**config.mk**
```make
export PLATFORM = sky130hd
export DESIGN_NAME = decode_pipe
export DESIGN_NICKNAME = d
export VERILOG_FILES = /design/src/rtl/control_pkg.sv /design/src/rtl/alu_decoder.sv /design/src/rtl/instr_queue.sv /design/src/rtl/sign_extend.sv /design/src/rtl/decode_pipe.sv
export SDC_FILE = /design/constraint.sdc
export NUM_CORES = 1
export LEC_CHECK = 0
export CORE_MARGIN = 5
export CORE_UTILIZATION = 55
export DETAILED_ROUTE_END_ITERATION = 8
export MAX_ROUTING_LAYER = met4
export PLACE_DENSITY_LB_ADDON = 0.25
export SLEW_MARGIN = 20
export SYNTH_ARGS = -nofsm -noshare
export SYNTH_HDL_FRONTEND = slang
export SYNTH_HIERARCHICAL = 1
export SYNTH_SLANG_ARGS = --single-unit
```
**constraint.sdc**
```tcl
create_clock -name clk_i -period 5.8 [get_ports clk_i]
set_input_delay 0.58 -clock clk_i [delete_from_list [all_inputs] [get_ports clk_i]]
set_output_delay 0.58 -clock clk_i [all_outputs]
set_load 0.01 [all_outputs]
```
**src/rtl/control_pkg.sv**
```systemverilog
// Shared decode types for the decode front end.
//   ctrl_t     : registered control bundle handed to EX
//   imm_src_t  : immediate format selector for sign_extend
//   OP_*       : RV32I major opcodes recognised by the decoder
//   ALU_OP_*   : coarse ALU class from main decode, refined by alu_decoder
//   ALU_*      : final ALU operation codes
//   MT_*       : memory access width codes
package control_pkg;

  localparam logic [6:0] OP_LOAD   = 7'b0000011;
  localparam logic [6:0] OP_STORE  = 7'b0100011;
  localparam logic [6:0] OP_R      = 7'b0110011;
  localparam logic [6:0] OP_I      = 7'b0010011;
  localparam logic [6:0] OP_BRANCH = 7'b1100011;
  localparam logic [6:0] OP_JAL    = 7'b1101111;
  localparam logic [6:0] OP_JALR   = 7'b1100111;
  localparam logic [6:0] OP_LUI    = 7'b0110111;
  localparam logic [6:0] OP_AUIPC  = 7'b0010111;

  localparam logic [1:0] ALU_OP_ADD   = 2'b00;
  localparam logic [1:0] ALU_OP_SUB   = 2'b01;
  localparam logic [1:0] ALU_OP_FUNCT = 2'b10;
  localparam logic [1:0] ALU_OP_PASSB = 2'b11;

  localparam logic [3:0] ALU_ADD   = 4'd0;
  localparam logic [3:0] ALU_SUB   = 4'd1;
  localparam logic [3:0] ALU_AND   = 4'd2;
  localparam logic [3:0] ALU_OR    = 4'd3;
  localparam logic [3:0] ALU_XOR   = 4'd4;
  localparam logic [3:0] ALU_SLT   = 4'd5;
  localparam logic [3:0] ALU_SLTU  = 4'd6;
  localparam logic [3:0] ALU_SLL   = 4'd7;
  localparam logic [3:0] ALU_SRL   = 4'd8;
  localparam logic [3:0] ALU_SRA   = 4'd9;
  localparam logic [3:0] ALU_PASSB = 4'd10;

  localparam logic [1:0] MT_BYTE = 2'b00;
  localparam logic [1:0] MT_HALF = 2'b01;
  localparam logic [1:0] MT_WORD = 2'b10;

  typedef enum logic [2:0] {
    IMM_I = 3'd0,
    IMM_S = 3'd1,
    IMM_B = 3'd2,
    IMM_U = 3'd3,
    IMM_J = 3'd4
  } imm_src_t;

  typedef struct packed {
    logic       result_src;   // 1: write-back from memory (load)
    logic       mem_write;
    logic       alu_src;      // 1: operand B is the immediate
    logic       reg_write;
    logic       jalr_pc_src;  // 1: target is rs1+imm rather than pc+imm
    logic       jstore;       // 1: write pc+4 to rd (JAL/JALR)
    logic [1:0] mem_type;
    logic       mem_sign;     // 1: sign-extend loaded data
    logic       branch;
    logic       jump;
    logic [3:0] alu_ctrl;
  } ctrl_t;

endpackage

```
**src/rtl/alu_decoder.sv**
```systemverilog
// Refines the coarse ALU class into a concrete ALU operation.
//   funct3   : instr[14:12]
//   funct7b5 : instr[30], selects sub/sra
//   op5      : opcode bit 5, separates R-type (sub legal) from I-type
//   alu_op   : class from main decode
//   alu_ctrl : ALU operation code
module alu_decoder
  import control_pkg::*;
(
  input  logic [2:0] funct3,
  input  logic       funct7b5,
  input  logic       op5,
  input  logic [1:0] alu_op,
  output logic [3:0] alu_ctrl
);

  always_comb begin
    alu_ctrl = ALU_ADD;
    unique case (alu_op)
      ALU_OP_ADD:   alu_ctrl = ALU_ADD;
      ALU_OP_SUB:   alu_ctrl = ALU_SUB;
      ALU_OP_PASSB: alu_ctrl = ALU_PASSB;
      default: begin
        unique case (funct3)
          3'b000:  alu_ctrl = (op5 && funct7b5) ? ALU_SUB : ALU_ADD; // addi never subtracts
          3'b001:  alu_ctrl = ALU_SLL;
          3'b010:  alu_ctrl = ALU_SLT;
          3'b011:  alu_ctrl = ALU_SLTU;
          3'b100:  alu_ctrl = ALU_XOR;
          3'b101:  alu_ctrl = funct7b5 ? ALU_SRA : ALU_SRL;
          3'b110:  alu_ctrl = ALU_OR;
          default: alu_ctrl = ALU_AND;
        endcase
      end
    endcase
  end

endmodule

```
**src/rtl/instr_queue.sv**
```systemverilog
// Circular FIFO of {pc, instr} feeding decode.
//   push_i/pc_i/instr_i : write one entry (caller guarantees not full)
//   pop_i               : retire head (caller guarantees not empty)
//   flush_i             : empty the queue; overrides push/pop
//   head_pc_o/instr_o   : current head entry, combinational
//   count_o             : occupancy 0..DEPTH
module instr_queue #(
  parameter int AW    = 32,
  parameter int IW    = 32,
  parameter int DEPTH = 4
) (
  input  logic                       clk_i,
  input  logic                       rst_ni,
  input  logic                       push_i,
  input  logic [AW-1:0]              pc_i,
  input  logic [IW-1:0]              instr_i,
  input  logic                       pop_i,
  input  logic                       flush_i,
  output logic [AW-1:0]              head_pc_o,
  output logic [IW-1:0]              head_instr_o,
  output logic [$clog2(DEPTH+1)-1:0] count_o
);

  localparam int PW = $clog2(DEPTH);
  localparam int CW = $clog2(DEPTH+1);

  typedef struct packed {
    logic [AW-1:0] pc;
    logic [IW-1:0] instr;
  } entry_t;

  entry_t        mem [DEPTH];
  logic [PW-1:0] wr_ptr, rd_ptr;
  logic          wr_en;

  assign wr_en = push_i && !flush_i;

  // Storage needs no reset: pointers alone define which entries are live.
  always_ff @(posedge clk_i) begin
    if (wr_en) mem[wr_ptr] <= '{pc: pc_i, instr: instr_i};
  end

  // DEPTH is a power of two, so pointer wrap is plain overflow.
  always_ff @(posedge clk_i or negedge rst_ni) begin
    if (!rst_ni) begin
      wr_ptr  <= '0;
      rd_ptr  <= '0;
      count_o <= '0;
    end else if (flush_i) begin
      wr_ptr  <= '0;
      rd_ptr  <= '0;
      count_o <= '0;
    end else begin
      if (push_i) wr_ptr <= wr_ptr + PW'(1);
      if (pop_i)  rd_ptr <= rd_ptr + PW'(1);
      unique case ({push_i, pop_i})
        2'b10:   count_o <= count_o + CW'(1);
        2'b01:   count_o <= count_o - CW'(1);
        default: count_o <= count_o;
      endcase
    end
  end

  assign head_pc_o    = mem[rd_ptr].pc;
  assign head_instr_o = mem[rd_ptr].instr;

endmodule

```
**src/rtl/sign_extend.sv**
```systemverilog
// Builds the 32-bit sign-extended immediate for each instruction format.
//   instr    : instr[31:7]
//   imm_src  : format selector
//   imm      : sign-extended immediate
module sign_extend
  import control_pkg::*;
(
  input  logic [31:7] instr,
  input  imm_src_t    imm_src,
  output logic [31:0] imm
);

  always_comb begin
    imm = '0;
    unique case (imm_src)
      IMM_I: imm = {{20{instr[31]}}, instr[31:20]};
      IMM_S: imm = {{20{instr[31]}}, instr[31:25], instr[11:7]};
      IMM_B: imm = {{20{instr[31]}}, instr[7], instr[30:25], instr[11:8], 1'b0};
      IMM_U: imm = {instr[31:12], 12'b0};
      IMM_J: imm = {{12{instr[31]}}, instr[19:12], instr[20], instr[30:21], 1'b0};
      default: imm = '0;
    endcase
  end

endmodule

```
**src/rtl/decode_pipe.sv**
```systemverilog
// Decoupled decode front end: fetch queue -> decode -> registered EX bundle.
//   fetch_valid_i/ready_o, fetch_pc_i, fetch_instr_i : fetch push side
//   flush_i                                          : redirect, empties queue and EX register
//   ex_ready_i/ex_valid_o                            : EX handshake
//   ex_pc_o, ex_ctrl_o, ex_imm_o, ex_rs1/rs2/rd_o    : decoded bundle
//   ex_illegal_o                                     : unrecognised opcode
//   q_count_o                                        : queue occupancy
// Branch/jump are flagged only; condition resolution happens in EX.
module decode_pipe
  import control_pkg::*;
#(
  parameter int INSTR_WIDTH = 32,
  parameter int ADDR_WIDTH  = 32,
  parameter int DEPTH       = 4
) (
  input  logic                       clk_i,
  input  logic                       rst_ni,
  input  logic                       fetch_valid_i,
  output logic                       fetch_ready_o,
  input  logic [ADDR_WIDTH-1:0]      fetch_pc_i,
  input  logic [INSTR_WIDTH-1:0]     fetch_instr_i,
  input  logic                       flush_i,
  input  logic                       ex_ready_i,
  output logic                       ex_valid_o,
  output logic [ADDR_WIDTH-1:0]      ex_pc_o,
  output ctrl_t                      ex_ctrl_o,
  output logic [31:0]                ex_imm_o,
  output logic [4:0]                 ex_rs1_o,
  output logic [4:0]                 ex_rs2_o,
  output logic [4:0]                 ex_rd_o,
  output logic                       ex_illegal_o,
  output logic [$clog2(DEPTH+1)-1:0] q_count_o
);

  localparam int CW = $clog2(DEPTH+1);

  logic [ADDR_WIDTH-1:0]  head_pc;
  logic [INSTR_WIDTH-1:0] head_instr;
  logic                   push, pop, hazard, ex_is_load;

  assign fetch_ready_o = (q_count_o < CW'(DEPTH)) && !flush_i;
  assign push          = fetch_valid_i && fetch_ready_o;

  instr_queue #(
    .AW    (ADDR_WIDTH),
    .IW    (INSTR_WIDTH),
    .DEPTH (DEPTH)
  ) u_queue (
    .clk_i        (clk_i),
    .rst_ni       (rst_ni),
    .push_i       (push),
    .pc_i         (fetch_pc_i),
    .instr_i      (fetch_instr_i),
    .pop_i        (pop),
    .flush_i      (flush_i),
    .head_pc_o    (head_pc),
    .head_instr_o (head_instr),
    .count_o      (q_count_o)
  );

  // ---- head decode ----
  logic [6:0] op;
  logic [2:0] f3;
  logic [4:0] rs1, rs2, rd;
  assign op  = head_instr[6:0];
  assign rd  = head_instr[11:7];
  assign f3  = head_instr[14:12];
  assign rs1 = head_instr[19:15];
  assign rs2 = head_instr[24:20];

  ctrl_t      dec_base, dec_ctrl;
  imm_src_t   imm_src;
  logic [1:0] alu_op;
  logic [3:0] alu_ctrl_w;
  logic [31:0] dec_imm;
  logic       dec_illegal, uses_rs1, uses_rs2;

  always_comb begin
    dec_base    = '0;
    imm_src     = IMM_I;
    alu_op      = ALU_OP_ADD;
    dec_illegal = 1'b0;
    uses_rs1    = 1'b1;
    uses_rs2    = 1'b0;
    unique case (op)
      OP_LOAD: begin
        dec_base.reg_write  = 1'b1;
        dec_base.alu_src    = 1'b1;
        dec_base.result_src = 1'b1;
        dec_base.mem_type   = f3[1:0];
        dec_base.mem_sign   = !f3[2];
      end
      OP_STORE: begin
        dec_base.mem_write = 1'b1;
        dec_base.alu_src   = 1'b1;
        dec_base.mem_type  = f3[1:0];
        imm_src            = IMM_S;
        uses_rs2           = 1'b1;
      end
      OP_R: begin
        dec_base.reg_write = 1'b1;
        alu_op             = ALU_OP_FUNCT;
        uses_rs2           = 1'b1;
      end
      OP_I: begin
        dec_base.reg_write = 1'b1;
        dec_base.alu_src   = 1'b1;
        alu_op             = ALU_OP_FUNCT;
      end
      OP_BRANCH: begin
        dec_base.branch = 1'b1;
        imm_src         = IMM_B;
        alu_op          = ALU_OP_SUB;
        uses_rs2        = 1'b1;
      end
      OP_JAL: begin
        dec_base.reg_write = 1'b1;
        dec_base.jump      = 1'b1;
        dec_base.jstore    = 1'b1;
        imm_src            = IMM_J;
        uses_rs1           = 1'b0;
      end
      OP_JALR: begin
        dec_base.reg_write   = 1'b1;
        dec_base.jump        = 1'b1;
        dec_base.jstore      = 1'b1;
        dec_base.jalr_pc_src = 1'b1;
        dec_base.alu_src     = 1'b1;
      end
      OP_LUI: begin
        dec_base.reg_write = 1'b1;
        dec_base.alu_src   = 1'b1;
        imm_src            = IMM_U;
        alu_op             = ALU_OP_PASSB;
        uses_rs1           = 1'b0;
      end
      OP_AUIPC: begin
        dec_base.reg_write = 1'b1;
        dec_base.alu_src   = 1'b1;
        imm_src            = IMM_U;
        uses_rs1           = 1'b0;
      end
      default: dec_illegal = 1'b1; // rs1 still compared: stalling on junk is harmless
    endcase
  end

  alu_decoder u_alu_dec (
    .funct3   (f3),
    .funct7b5 (head_instr[30]),
    .op5      (op[5]),
    .alu_op   (alu_op),
    .alu_ctrl (alu_ctrl_w)
  );

  sign_extend u_sext (
    .instr   (head_instr[31:7]),
    .imm_src (imm_src),
    .imm     (dec_imm)
  );

  // alu_ctrl merged separately so the decoder output does not loop back
  // into the block that drives its inputs.
  always_comb begin
    dec_ctrl          = dec_base;
    dec_ctrl.alu_ctrl = dec_illegal ? 4'd0 : alu_ctrl_w;
  end

  // ---- load-use hazard ----
  assign ex_is_load = ex_valid_o && ex_ctrl_o.result_src && ex_ctrl_o.reg_write &&
                      (ex_rd_o != 5'd0);
  assign hazard     = ex_is_load && ((uses_rs1 && (rs1 == ex_rd_o)) ||
                                     (uses_rs2 && (rs2 == ex_rd_o)));

  assign pop = (q_count_o != '0) && (!ex_valid_o || ex_ready_i) && !hazard && !flush_i;

  // ---- EX register ----
  // A consumed load with a dependent head leaves pop low, so the register
  // falls to invalid for one cycle and the head issues on the next.
  always_ff @(posedge clk_i or negedge rst_ni) begin
    if (!rst_ni) begin
      ex_valid_o   <= 1'b0;
      ex_pc_o      <= '0;
      ex_ctrl_o    <= '0;
      ex_imm_o     <= '0;
      ex_rs1_o     <= '0;
      ex_rs2_o     <= '0;
      ex_rd_o      <= '0;
      ex_illegal_o <= 1'b0;
    end else if (flush_i) begin
      ex_valid_o <= 1'b0;
    end else if (pop) begin
      ex_valid_o   <= 1'b1;
      ex_pc_o      <= head_pc;
      ex_ctrl_o    <= dec_ctrl;
      ex_imm_o     <= dec_imm;
      ex_rs1_o     <= rs1;
      ex_rs2_o     <= rs2;
      ex_rd_o      <= rd;
      ex_illegal_o <= dec_illegal;
    end else if (ex_ready_i) begin
      ex_valid_o <= 1'b0;
    end
  end

endmodule

```
==> run_results.csv <==
group,metric,value,unit
worst_setup_path,crit_chain,"mux4_2 > nor4bb_1 > nand4_1 > o31ai_1 > a21o_4 > inv_1 > nor2b_1 > fa_1 > nor3b_1 > o21ai_0 > nor3b_1",
cts,cts_made_buffers,37,
detailed_routing,totalWireLength,28400,um
worst_hold_path,hold_path.class,"input port to async pin",
timing,rsz0062_at_grt,"false",
final_layout,multiInputGateArea,3890,um2
synth,yosys.cell_count.top_type,"edfxtp_1",
timing,slew_headroom,30.1,%
timing,max_freq,0.242,GHz
synth,yosys.area_share.simple,4.18,%
cts,cts-root-buf,"clkbuf_16",
cts,htreeDepth,2,
detailed_routing,vias,7385,
detailed_routing,dr.pass1.iters,5,
synth,synth_cell_types,52,
worst_setup_path,crit_required,6.17,ns
synth,netlist_area,14500,um2
synth,syn_avg_cell_area,18.8,um2
outcome,status,"finished clean",
power_and_ir_drop,ir_drop,0.345,mV
timing,skew,0.0209,ns
timing,timing.final.max_slew_violations,0,
global_route,overflow,0,
cts,ctsResizeCount,0,
synth,synthesis.nets,842,
synth,synthTopCellsByArea,"edfxtp_1, dfrtp_1, mux4_2, mux2_4, mux2_2",
timing,fin_crit_sh,71.2,%
global_route,grt_pass1_wl,44200,um
cts,cts_setup_buffers,0,
final_layout,syn2layout_area_growth,20.9,%
cts,clockBufferDepth,3,
detailed_routing,drtAntennaViolNets,0,
global_route,antenna_found_initial,3,
global_route,grt_usage,20.1,%
synth,yosys-top-cells-count,"edfxtp_1, dfrtp_1, mux4_2",
place,gp_congestion,0.828,
worst_setup_path,end_kind,"flop",
timing,fin_crit,4.13,ns
floorplanning,dieArea,29700,um2
final_layout,fin_area,17500,um2
cts,clk_latency,0.52,ns
cts,clk_pin_slew,0.06,ns
timing,fin_tns_setup,0,ns
place,portBuffers,168,
synth,async_reset_ff_share,28.5,%
global_route,first_global_vias,7702,
final_layout,nFillCells,1722,
floorplanning,fp.dieW,172,um
power_and_ir_drop,p_leak,6.28,nW
floorplanning,coreArea,26000,um2
detailed_routing,drt_iter0_markers,581,
floorplanning,io_pins,169,
detailed_routing,drcViolationCount,0,
synth,ys_seq_area_share,70.8,%
synth,ys.warnings.count,6,
cts,hold_buffers,0,
floorplanning,initial_core_util,55.7,%
synth,synth_xor_area_share,0.968,%
worst_setup_path,slowest_delay,0.89,ns
timing,fin_hold_ws,0.195,ns
worst_setup_path,cp-start-kind,"flop",
detailed_routing,post_drt_via_cell_ratio,5.65,
final_layout,drive_gt1_share,22.6,%
place,dp_hpwl,17400,um
floorplanning,fp-row-count,59,
worst_setup_path,crit_type,"flop to flop",
synth,synthFlopType,"edfxtp_1",
final_layout,nets,1015,
cts,tritoncts,"built",
worst_setup_path,path_max_fanout,36,
synth,yosysTopAreaCell,"edfxtp_1",
synth,synth_fa_ha_area_share,0.562,%
final_layout,utilization,67.3,%
global_route,grt_max_degree,65,
synth,synth_edf_count,256,
synth,synth_top_family_by_area,"multiplexers",
detailed_routing,wl_per_cell,21.7,um
worst_setup_path,slowest_stage,"dfrtp_4",
synth,yosys.area.top_type_share,53.1,%
floorplanning,die_h,172,um
synth,synthMuxAreaShare,18.9,%
timing,worstMarginPinSlew,1.05,ns
synth,synth-seq-cells,358,
worst_setup_path,crit_arrival,4.50,ns
place,place_area,16300,um2
flow_run,max_cap_violations,0,
cts,cts_sinks,358,
timing,finalHoldViolCount,0,
power_and_ir_drop,powerDensity,476,nW/um2
synth,synth_compound_area_share,2.18,%
final_layout,ff_latch_area,10200,um2
timing,setup_viol,0,
worst_setup_path,path_common_cell,"nor3b_1",
synth,syn_inst,768,
-- state kept, by name (all words and copies together), names as in the netlist, 2 cells and up --
name and count:
u_queue/wr_ptr 2, ex_rs2_o 5, u_queue/count_o 3, u_queue/mem 256, ex_pc_o 32, u_queue/rd_ptr 2, ex_rd_o 5, ex_ctrl_o 14
ex_rs1_o 5, ex_imm_o 32
-- kinds of logic after synthesis --
| logic type | Yosys count |
|---|---|
| flops | 358 |
| mux | 163 |
| simple gates | 114 |
| buf+inv | 59 |
| compound gates | 52 |
| xor+xnor | 16 |
| fa+ha+maj | 6 |
-- routing by layer --
layer	vias up	track usage, %	part of all wire (%)
met5	-	-	0
met4	0	4.99	2.0
met3	45	4.30	7.0
met2	245	31.7	49
met1	3770	27.3	42
li1	3325	-	-
-- worst max-delay path, delay by kind of cell (launching register included) --
family / cells / cell delay, ns
fa+ha+maj: 1 / 0.39
compound gates: 3 / 0.72
buf+inv: 1 / 0.12
mux: 1 / 0.68
flops: 1 / 0.89
simple gates: 5 / 1.18
-- final timing paths --
| check | cells past startpoint | start | slack [ns] | end |
|---|---|---|---|---|
| worst max-delay path | 11 | u_queue/rd_ptr[0] | 1.67 | u_queue/count_o[2] |
| worst min-delay path | 1 | rst_ni | 0.19 | ex_ctrl_o[4] |
| worst max register to register | 11 | u_queue/rd_ptr[0] | 1.67 | u_queue/count_o[2] |
| worst min register to register | 1 | ex_imm_o[5] | 0.51 | ex_imm_o[5] |
| max in group asynchronous | 2 | rst_ni | 4.57 | ex_imm_o[16] |
| min in group clk_i | 1 | ex_imm_o[5] | 0.51 | ex_imm_o[5] |
-- through the flow --
| stage | total power, mW | instances | setup slack (ns) |
|---|---|---|---|
| floorplan | 5.17 | 768 | 2.16 |
| global placement | 6.13 | 1237 | 1.79 |
| detailed placement | 6.17 | 1237 | 1.70 |
| CTS | 8.41 | 1305 | 1.68 |
| global route | 8.73 | 1308 | 1.36 |
| finish | 8.32 | 1308 | 1.67 |
-- layout make-up --
| cell class | instances | share of cell area (%) |
|---|---|---|
| Sequential cell | 358 | 58.6 |
| Multi-Input combinational cell | 351 | 22.2 |
| Timing Repair Buffer | 173 | 9.81 |
| Clock buffer | 53 | 5.94 |
| Tap cell | 335 | 2.40 |
| Clock inverter | 15 | 0.572 |
| Inverter | 20 | 0.429 |
| Antenna cell | 3 | 0.0429 |
-- power breakdown --
group | total [mW] | internal, mW | switching, mW | leakage [nW]
combinational | 2.63 | 1.58 | 1.05 | 2.18
clock | 2.22 | 1.29 | 0.921 | 0.559
sequential | 3.47 | 3.13 | 0.349 | 3.54
-- cell usage in the layout (no fill, tap or decap), types with 4 or more instances in the layout --
cell type / instances
clkinv_2: 6
and2_4: 4
mux4_2: 64
mux2i_1: 11
clkinv_1: 6
ha_1: 4
o22ai_1: 12
xnor2_1: 14
edfxtp_1: 256
mux2_2: 38
mux2_4: 50
o21ai_0: 6
nand2b_1: 10
clkdlybuf4s50_1: 167
nor3_1: 9
dfrtp_1: 100
nor2b_1: 10
a21oi_1: 20
clkbuf_1: 13
inv_1: 20
buf_4: 6
nor2_1: 17
clkbuf_16: 39
nand2_1: 36
Power figures use the tool's default switching activity.
